[src/rtl/vectorgen_seq_ctrl_pkg.sv]
// vectorgen_seq_ctrl_pkg: shared states, ctrl bit indices
// and kernel-row bound helpers for the vectorgen sequencer.
package vectorgen_seq_ctrl_pkg;

  typedef enum logic [2:0] {
    IDLE,
    WAIT_RDY,
    GAP,
    RUN,
    POST,
    NEXTFM,
    DRAIN
  } state_e;

  localparam int CTRL_NEXTFM   = 0;
  localparam int CTRL_START    = 1;
  localparam int CTRL_ENDROW   = 2;
  localparam int CTRL_SKIP_DD  = 3;
  localparam int CTRL_NEXTROW  = 4;
  localparam int CTRL_SHIFT_DD = 5;
  localparam int CTRL_POP_DD   = 6;
  localparam int CTRL_READDATA = 7;
  localparam int CTRL_NEXTDATA = 8;

  localparam int DRAIN_CYCLES = 6;
  localparam int DLY_DEPTH    = 2;

  // lowest kernel row touched by input row ih
  function automatic int kh_lo(int ih, int kh);
    return (ih > kh - 1) ? 0 : kh - 1 - ih;
  endfunction

  // highest kernel row touched by input row ih
  function automatic int kh_hi(int ih, int kh, int oh);
    return (ih > oh - 1) ? kh - 1 - (ih - oh + 1)
                         : kh - 1;
  endfunction

endpackage

[src/rtl/vectorgen_seq_ctrl_delay.sv]
// vectorgen_seq_ctrl_delay: fixed-depth register delay line
// aligning pop/shift/skip with vectorgen data latency.
module vectorgen_seq_ctrl_delay #(
  parameter int DEPTH = 2,
  parameter int WIDTH = 3
) (
  input  logic             clk,
  input  logic             reset,
  input  logic [WIDTH-1:0] d,
  output logic [WIDTH-1:0] q
);

  logic [DEPTH-1:0][WIDTH-1:0] pipe_q, pipe_d;

  // shift every stage forward by one
  always_comb begin
    pipe_d    = '0;
    pipe_d[0] = d;
    for (int i = 1; i < DEPTH; i++) begin
      pipe_d[i] = pipe_q[i-1];
    end
  end

  // pipeline registers, cleared on reset
  always_ff @(posedge clk) begin
    if (reset) pipe_q <= '0;
    else       pipe_q <= pipe_d;
  end

  assign q = pipe_q[DEPTH-1];

endmodule

[src/rtl/vectorgen_seq_ctrl.sv]
// vectorgen_seq_ctrl: per-layer sequencer for vectorgen ctrl.
// Define VECGEN_SEQ_STALL_EN to add the RUN stall input.
module vectorgen_seq_ctrl
  import vectorgen_seq_ctrl_pkg::*;
#(
  parameter int NUM_PE        = 4,
  parameter int DIM_W         = 10,
  parameter int KER_W         = 4,
  parameter int PAD_WIDTH     = 3,
  parameter int VECGEN_CTRL_W = 9
) (
  input  logic                     clk,
  input  logic                     reset,
  input  logic                     start,
  input  logic [DIM_W-1:0]         cfg_ih,
  input  logic [DIM_W-1:0]         cfg_ow,
  input  logic [KER_W-1:0]         cfg_kw,
  input  logic [KER_W-1:0]         cfg_kh,
  input  logic [PAD_WIDTH-1:0]     cfg_pad,
  input  logic                     ready,
`ifdef VECGEN_SEQ_STALL_EN
  input  logic                     stall,
`endif
  output logic [VECGEN_CTRL_W-1:0] ctrl,
  output logic                     busy,
  output logic                     done,
  output logic                     cfg_err
);

  state_e state_q, state_d;

  logic [DIM_W-1:0] ih_q, ih_d;
  logic [DIM_W-1:0] ow_q, ow_d;
  logic [KER_W-1:0] kh_q, kh_d;
  logic [KER_W-1:0] kw_q, kw_d;
  logic [2:0]       drn_q, drn_d;

  logic [DIM_W-1:0] c_ih_q, c_ih_d;
  logic [DIM_W-1:0] c_owt_q, c_owt_d;
  logic [DIM_W-1:0] c_oh_q, c_oh_d;
  logic [KER_W-1:0] c_kh_q, c_kh_d;
  logic [KER_W-1:0] c_kw_q, c_kw_d;
  logic             c_skip_q, c_skip_d;

  logic [VECGEN_CTRL_W-1:0] raw_q, raw_d;
  logic busy_q, busy_d;
  logic done_q, done_d;
  logic err_q, err_d;

  logic [DIM_W-1:0] owt_in, ow_rem;
  logic             cfg_bad, skip_in;

  logic [KER_W-1:0] lo_c, hi_c, hi_nx;
  logic last_kw, last_ow, last_ih, at_lo;
  logic pop, first, rd, run_go;

  logic [2:0] dly_d, dly_q;

`ifdef VECGEN_SEQ_STALL_EN
  assign run_go = ~stall;
`else
  assign run_go = 1'b1;
`endif

  // derive tile count, skip enable and config validity
  always_comb begin
    owt_in  = cfg_ow / DIM_W'(NUM_PE);
    ow_rem  = cfg_ow % DIM_W'(NUM_PE);
    skip_in = (int'(cfg_kw) - 2 * int'(cfg_pad)) > NUM_PE;
    cfg_bad = (DIM_W'(cfg_kh) > cfg_ih) ||
              (cfg_kh == '0) ||
              (cfg_kw == '0) ||
              (owt_in == '0) ||
              (ow_rem != '0);
  end

  // loop position decode for the current iteration
  always_comb begin
    lo_c  = KER_W'(kh_lo(int'(ih_q), int'(c_kh_q)));
    hi_c  = KER_W'(kh_hi(int'(ih_q), int'(c_kh_q),
                         int'(c_oh_q)));
    hi_nx = KER_W'(kh_hi(int'(ih_q) + 1, int'(c_kh_q),
                         int'(c_oh_q)));
    last_kw = (kw_q == c_kw_q - 1'b1);
    last_ow = (ow_q == c_owt_q - 1'b1);
    last_ih = (ih_q == c_ih_q - 1'b1);
    at_lo   = (kh_q == lo_c);
    pop     = (kw_q == '0);
    first   = pop && (kh_q == hi_c);
    rd      = first && !((ih_q == '0) && (ow_q == '0));
  end

  // next state, loop counters and raw ctrl terms
  always_comb begin
    state_d  = state_q;
    ih_d     = ih_q;
    ow_d     = ow_q;
    kh_d     = kh_q;
    kw_d     = kw_q;
    drn_d    = drn_q;
    c_ih_d   = c_ih_q;
    c_owt_d  = c_owt_q;
    c_oh_d   = c_oh_q;
    c_kh_d   = c_kh_q;
    c_kw_d   = c_kw_q;
    c_skip_d = c_skip_q;
    raw_d    = '0;
    done_d   = 1'b0;
    err_d    = 1'b0;
    unique case (state_q)
      IDLE: begin
        if (start) begin
          if (cfg_bad) begin
            err_d = 1'b1;
          end else begin
            c_ih_d   = cfg_ih;
            c_owt_d  = owt_in;
            c_oh_d   = cfg_ih - DIM_W'(cfg_kh)
                       + DIM_W'(1);
            c_kh_d   = cfg_kh;
            c_kw_d   = cfg_kw;
            c_skip_d = skip_in;
            state_d  = WAIT_RDY;
          end
        end
      end
      WAIT_RDY: begin
        raw_d[CTRL_START] = 1'b1;
        if (ready) state_d = GAP;
      end
      GAP: begin
        ih_d    = '0;
        ow_d    = '0;
        kw_d    = '0;
        kh_d    = c_kh_q - 1'b1;
        state_d = RUN;
      end
      RUN: begin
        if (run_go) begin
          raw_d[CTRL_POP_DD]   = pop;
          raw_d[CTRL_SHIFT_DD] = !pop;
          raw_d[CTRL_SKIP_DD]  = pop && at_lo && last_ow
                                 && !last_ih && c_skip_q;
          raw_d[CTRL_NEXTROW]  = first && (ow_q == '0)
                                 && (ih_q != '0);
          raw_d[CTRL_READDATA] = rd;
          raw_d[CTRL_ENDROW]   = rd && last_ow;
          raw_d[CTRL_NEXTDATA] = rd && !(last_ih && last_ow);
          if (!last_kw) begin
            kw_d = kw_q + 1'b1;
          end else begin
            kw_d = '0;
            if (!at_lo) begin
              kh_d = kh_q - 1'b1;
            end else if (!last_ow) begin
              ow_d = ow_q + 1'b1;
              kh_d = hi_c;
            end else if (!last_ih) begin
              ow_d = '0;
              ih_d = ih_q + 1'b1;
              kh_d = hi_nx;
            end else begin
              state_d = POST;
            end
          end
        end
      end
      POST: begin
        state_d = NEXTFM;
      end
      NEXTFM: begin
        raw_d[CTRL_NEXTFM] = 1'b1;
        drn_d   = '0;
        state_d = DRAIN;
      end
      DRAIN: begin
        if (drn_q == 3'(DRAIN_CYCLES - 1)) begin
          done_d  = 1'b1;
          state_d = IDLE;
        end else begin
          drn_d = drn_q + 1'b1;
        end
      end
      default: state_d = IDLE;
    endcase
    busy_d = (state_d != IDLE);
  end

  // state, counters, latched config and ctrl register
  always_ff @(posedge clk) begin
    if (reset) begin
      state_q  <= IDLE;
      ih_q     <= '0;
      ow_q     <= '0;
      kh_q     <= '0;
      kw_q     <= '0;
      drn_q    <= '0;
      c_ih_q   <= '0;
      c_owt_q  <= '0;
      c_oh_q   <= '0;
      c_kh_q   <= '0;
      c_kw_q   <= '0;
      c_skip_q <= 1'b0;
      raw_q    <= '0;
      busy_q   <= 1'b0;
      done_q   <= 1'b0;
      err_q    <= 1'b0;
    end else begin
      state_q  <= state_d;
      ih_q     <= ih_d;
      ow_q     <= ow_d;
      kh_q     <= kh_d;
      kw_q     <= kw_d;
      drn_q    <= drn_d;
      c_ih_q   <= c_ih_d;
      c_owt_q  <= c_owt_d;
      c_oh_q   <= c_oh_d;
      c_kh_q   <= c_kh_d;
      c_kw_q   <= c_kw_d;
      c_skip_q <= c_skip_d;
      raw_q    <= raw_d;
      busy_q   <= busy_d;
      done_q   <= done_d;
      err_q    <= err_d;
    end
  end

  assign dly_d = {raw_q[CTRL_POP_DD],
                  raw_q[CTRL_SHIFT_DD],
                  raw_q[CTRL_SKIP_DD]};

  vectorgen_seq_ctrl_delay #(
    .DEPTH(DLY_DEPTH),
    .WIDTH(3)
  ) u_dly (
    .clk  (clk),
    .reset(reset),
    .d    (dly_d),
    .q    (dly_q)
  );

  // pop/shift/skip take the extra two stages
  always_comb begin
    ctrl                = raw_q;
    ctrl[CTRL_POP_DD]   = dly_q[2];
    ctrl[CTRL_SHIFT_DD] = dly_q[1];
    ctrl[CTRL_SKIP_DD]  = dly_q[0];
  end

  assign busy    = busy_q;
  assign done    = done_q;
  assign cfg_err = err_q;

endmodule

[config.mk]
export PLATFORM = sky130hd
export DESIGN_NAME = vectorgen_seq_ctrl
export DESIGN_NICKNAME = d
export VERILOG_FILES = /design/src/rtl/vectorgen_seq_ctrl_pkg.sv /design/src/rtl/vectorgen_seq_ctrl_delay.sv /design/src/rtl/vectorgen_seq_ctrl.sv
export SDC_FILE = /design/constraint.sdc
export NUM_CORES = 1
export LEC_CHECK = 0
export CAP_MARGIN = 30
export CORE_MARGIN = 4
export CORE_UTILIZATION = 48
export CTS_CLUSTER_DIAMETER = 80
export CTS_CLUSTER_SIZE = 24
export DETAILED_ROUTE_END_ITERATION = 16
export DONT_BUFFER_PORTS = 1
export PLACE_DENSITY = 0.66
export SETUP_SLACK_MARGIN = 0.02
export SYNTH_ARGS = -nofsm -noshare
export SYNTH_HDL_FRONTEND = slang
export SYNTH_SLANG_ARGS = --single-unit
[constraint.sdc]
create_clock -name clk -period 4.5 [get_ports clk]
set_input_delay 0.675 -clock clk [delete_from_list [all_inputs] [get_ports clk]]
set_output_delay 0.675 -clock clk [all_outputs]
set_load 0.05 [all_outputs]
==> impl_results.md <==
* Die Y at 127 um
* Antenna cells at 0
* Buf/Inv on CP at 1
* Die W at 127 um
* First-pass GRT wire length at 28500 um
* Average vias per placed instance at 5.83
* Routability cong. at 0.966
* Post-Syn Area per Cell at 8.20 sq um
* Main synth FF type: dfxtp_1
* Final core occ at 52.4%
* DR vias at 5827
* Resize count post-CTS at 0
* Post-cts hold buffer count at 0
* TNS Setup at 0 ns
* Fin nets at 934
* Post-Route WL at 16600 um
* Flops & latches, synth at 89
* Post-route ant nets at 0
* Final Hold Viols at 0
* Count of pins over their slew limit at 0
* CTS tree: built
* Max VDD drop at 225 uV
* Synth warnings at 0
* Num CTS Buffers at 9
* Min Tclk post-route at 4.06 ns
* Cell class contributing the biggest share of worst-path delay: simple AND/OR/NAND/NOR gates
* CORE AREA at 13900 sq um
* Leakage at 0.00325 uW
* Slew @ Worst Pin at 0.837 ns
* Residual DRC at 0
* Synthesized area at 6850 sq um
* Count leader, synth: nor2_1
* Drt initial violations at 352
* Max stage delay on crit path at 0.44 ns
* Area delta synth->final at 6.61%
* Gr ovfl total at 0
* Worst Skew at 0.00630 ns
* CTS root buf: clkbuf_16
* RSZ-0062 raised after global routing: false
* Layout cells sized above 1 at 5.12%
* Initial antenna violation count at 0
* Mapped Cells at 836
* Clock H-tree levels at 3
* Die ar. at 16300 sq um
* Syn nets at 955
* CP Launch Type: flip-flop
* Routed wire per std cell at 16.6 um
* Synth top area share at 26.0%
* Clock sink count at 89
* Outcome: finished clean
* Port bufs at 0
* Drt first pass iters at 5
* Crit path cell chain: inv_1 -> ha_1 -> or3b_1 -> nor3_1 -> xnor2_1 -> ha_1 -> and3_1 -> nand4_1 -> a21oi_1 -> o31ai_2 -> a21boi_0 -> nor2_1 -> xnor2_1 -> nor4_1 -> and2_1
* Postcts setup bufs at 0
* Vias in the first global route at 5798
* Dpl hpwl at 13100 um
* Maxcap violations at 0
* Worst EP arrival at 4.35 ns
* CP endpoint kind: flip-flop
* Fillers at 1281
* Period utilisation layout at 90.2%
* Top cells by area, synth: dfxtp_1 26%, ha_1 13%, xnor2_1 6.3%
* Setup slack, reg-to-reg at 0.44 ns
* Clk buf depth at 2
* Largest net degree at the start of global routing at 74
* Total GRT Usage at 21.5%
* Post-synth ARST share at 0%
* Rel. slew slack at 44.0%
* Critical path required time at 4.79 ns
* I/O pin count at 47
* Pwr/cell area at 293 nW/um^2
* Crit-path slowest cell: or3b_1
* Sequential fraction of the synthesis area at 26.0%
* Worst Setup Path Type: reg2reg
* Worst hold path class: in2reg
* Initial Util at 49.2%
* Fmax at 246 MHz
* Clk_lat worst skew at 0.34 ns
* Synth area leader: dfxtp_1
* EDFF count, synth at 0
* Clock transition at path regs at 0.07 ns
* Top cells by count, synth: 98 x nor2_1, 89 x dfxtp_1, 72 x ha_1, 61 x a21oi_1, 61 x inv_1
* # setup viols final at 0
* Crit-path max FO at 5
* Yosys cell types at 63
* Row Count at 43
layout by cell type (no fill, tap or decap), types with 10 or more instances in the layout:
| cell type | Yosys | routed |
|---|---|---|
| fa_1 | 12 | 12 |
| nand3_1 | 19 | 19 |
| mux2i_1 | 26 | 26 |
| nand4_1 | 14 | 14 |
| xnor2_1 | 49 | 49 |
| ha_1 | 72 | 72 |
| nor4_1 | 11 | 11 |
| o21ai_0 | 12 | 11 |
| and3_1 | 13 | 13 |
| a211oi_1 | 10 | 10 |
| a21oi_1 | 61 | 61 |
| inv_1 | 61 | 61 |
| nor3_1 | 31 | 31 |
| nor2_1 | 98 | 98 |
| a31oi_1 | 15 | 15 |
| nor2b_1 | 16 | 16 |
| buf_4 | 6 | 16 |
| nand2_1 | 33 | 32 |
| dfxtp_1 | 89 | 89 |
| o21ai_1 | 9 | 10 |
| xor2_1 | 34 | 34 |
sequential cells by signal, indices dropped and copies added (netlist names), 3 cells and up:
signal	flops
c_ih_q	10
c_kh_q	4
c_kw_q	4
c_oh_q	10
c_owt_q	8
drn_q	3
ih_q	10
kh_q	4
kw_q	4
ow_q	10
raw_q	9
state_q	3
u_dly.pipe_d	3
u_dly.q	3
where the power goes:
group          internal (uW)  leakage, uW  switching (uW)
combinational            227      0.00238             304
clock                    434     0.000142             331
sequential               806     0.000719            35.0
total                   1470      0.00325             670
metal layers:
layer  part of all wire (%)  wire (um)  vias to the layer above  GRT usage [%]
li1                       -          -                     2866              -
met1                     47       7810                     2747           29.4
met2                     45       7550                      185           34.0
met3                    5.2        867                       29           3.39
met4                    2.4        402                        0           8.01
met5                      0          0                        -              0
final cells by class:
type / count / area, sq um / area share, %
well taps: 180 / 225 / 3.08
inverters: 62 / 233 / 3.19
multi-input cells: 637 / 4640 / 63.6
clock buffers: 9 / 225 / 3.08
flip-flops and latches: 89 / 1780 / 24.4
repair buffers: 16 / 120 / 1.64
clock inverters: 7 / 76.3 / 1.04
worst reg2reg max path, cell delays in order (launching register included):
cell,delay [ns]
dfxtp_1,0.39
inv_1,0.26
ha_1,0.30
or3b_1,0.44
nor3_1,0.20
xnor2_1,0.19
ha_1,0.29
and3_1,0.19
nand4_1,0.12
a21oi_1,0.09
o31ai_2,0.43
a21boi_0,0.20
nor2_1,0.23
xnor2_1,0.13
nor4_1,0.37
and2_1,0.18
cell families after synthesis:
group,after synthesis,synth area share [%]
and+or+nand+nor,285,21.4
xor gates and xnor gates,85,11.1
muxes,26,3.80
AOI/OAI and AO/OA,157,14.6
adders and majority gates,84,16.7
DFF,89,26.0
buffers and inverters,110,6.41
final timing paths:
check | from | to | depth (start not counted)
setup / recovery | c_oh_q[0]$_SDFFE_PP0P_ | raw_q[8]$_SDFF_PP0_ | 15
hold reg to reg | u_dly.pipe_d[5]$_SDFF_PP0_ | u_dly.q[2]$_SDFF_PP0_ | 1
hold / removal | reset | drn_q[0]$_SDFFE_PP0P_ | 1
setup reg to reg | c_oh_q[0]$_SDFFE_PP0P_ | raw_q[8]$_SDFF_PP0_ | 15
metrics by stage:
stage / setup slack (ns) / total power (uW) / instances / instance area [sq um] / hold slack (ns)
finish: 0.439 / 2140 / 1000 / 7310 / 0.396
global placement: 0.240 / 1370 / 984 / 6990 / 0.428
detailed placement: 0.302 / 1380 / 984 / 6990 / 0.428
global route: 0.0992 / 2260 / 1000 / 7310 / 0.380
floorplan: 0.593 / 1260 / 836 / 6850 / 0.414
CTS: 0.240 / 2150 / 1000 / 7300 / 0.386
Power figures use the tool's default switching activity.
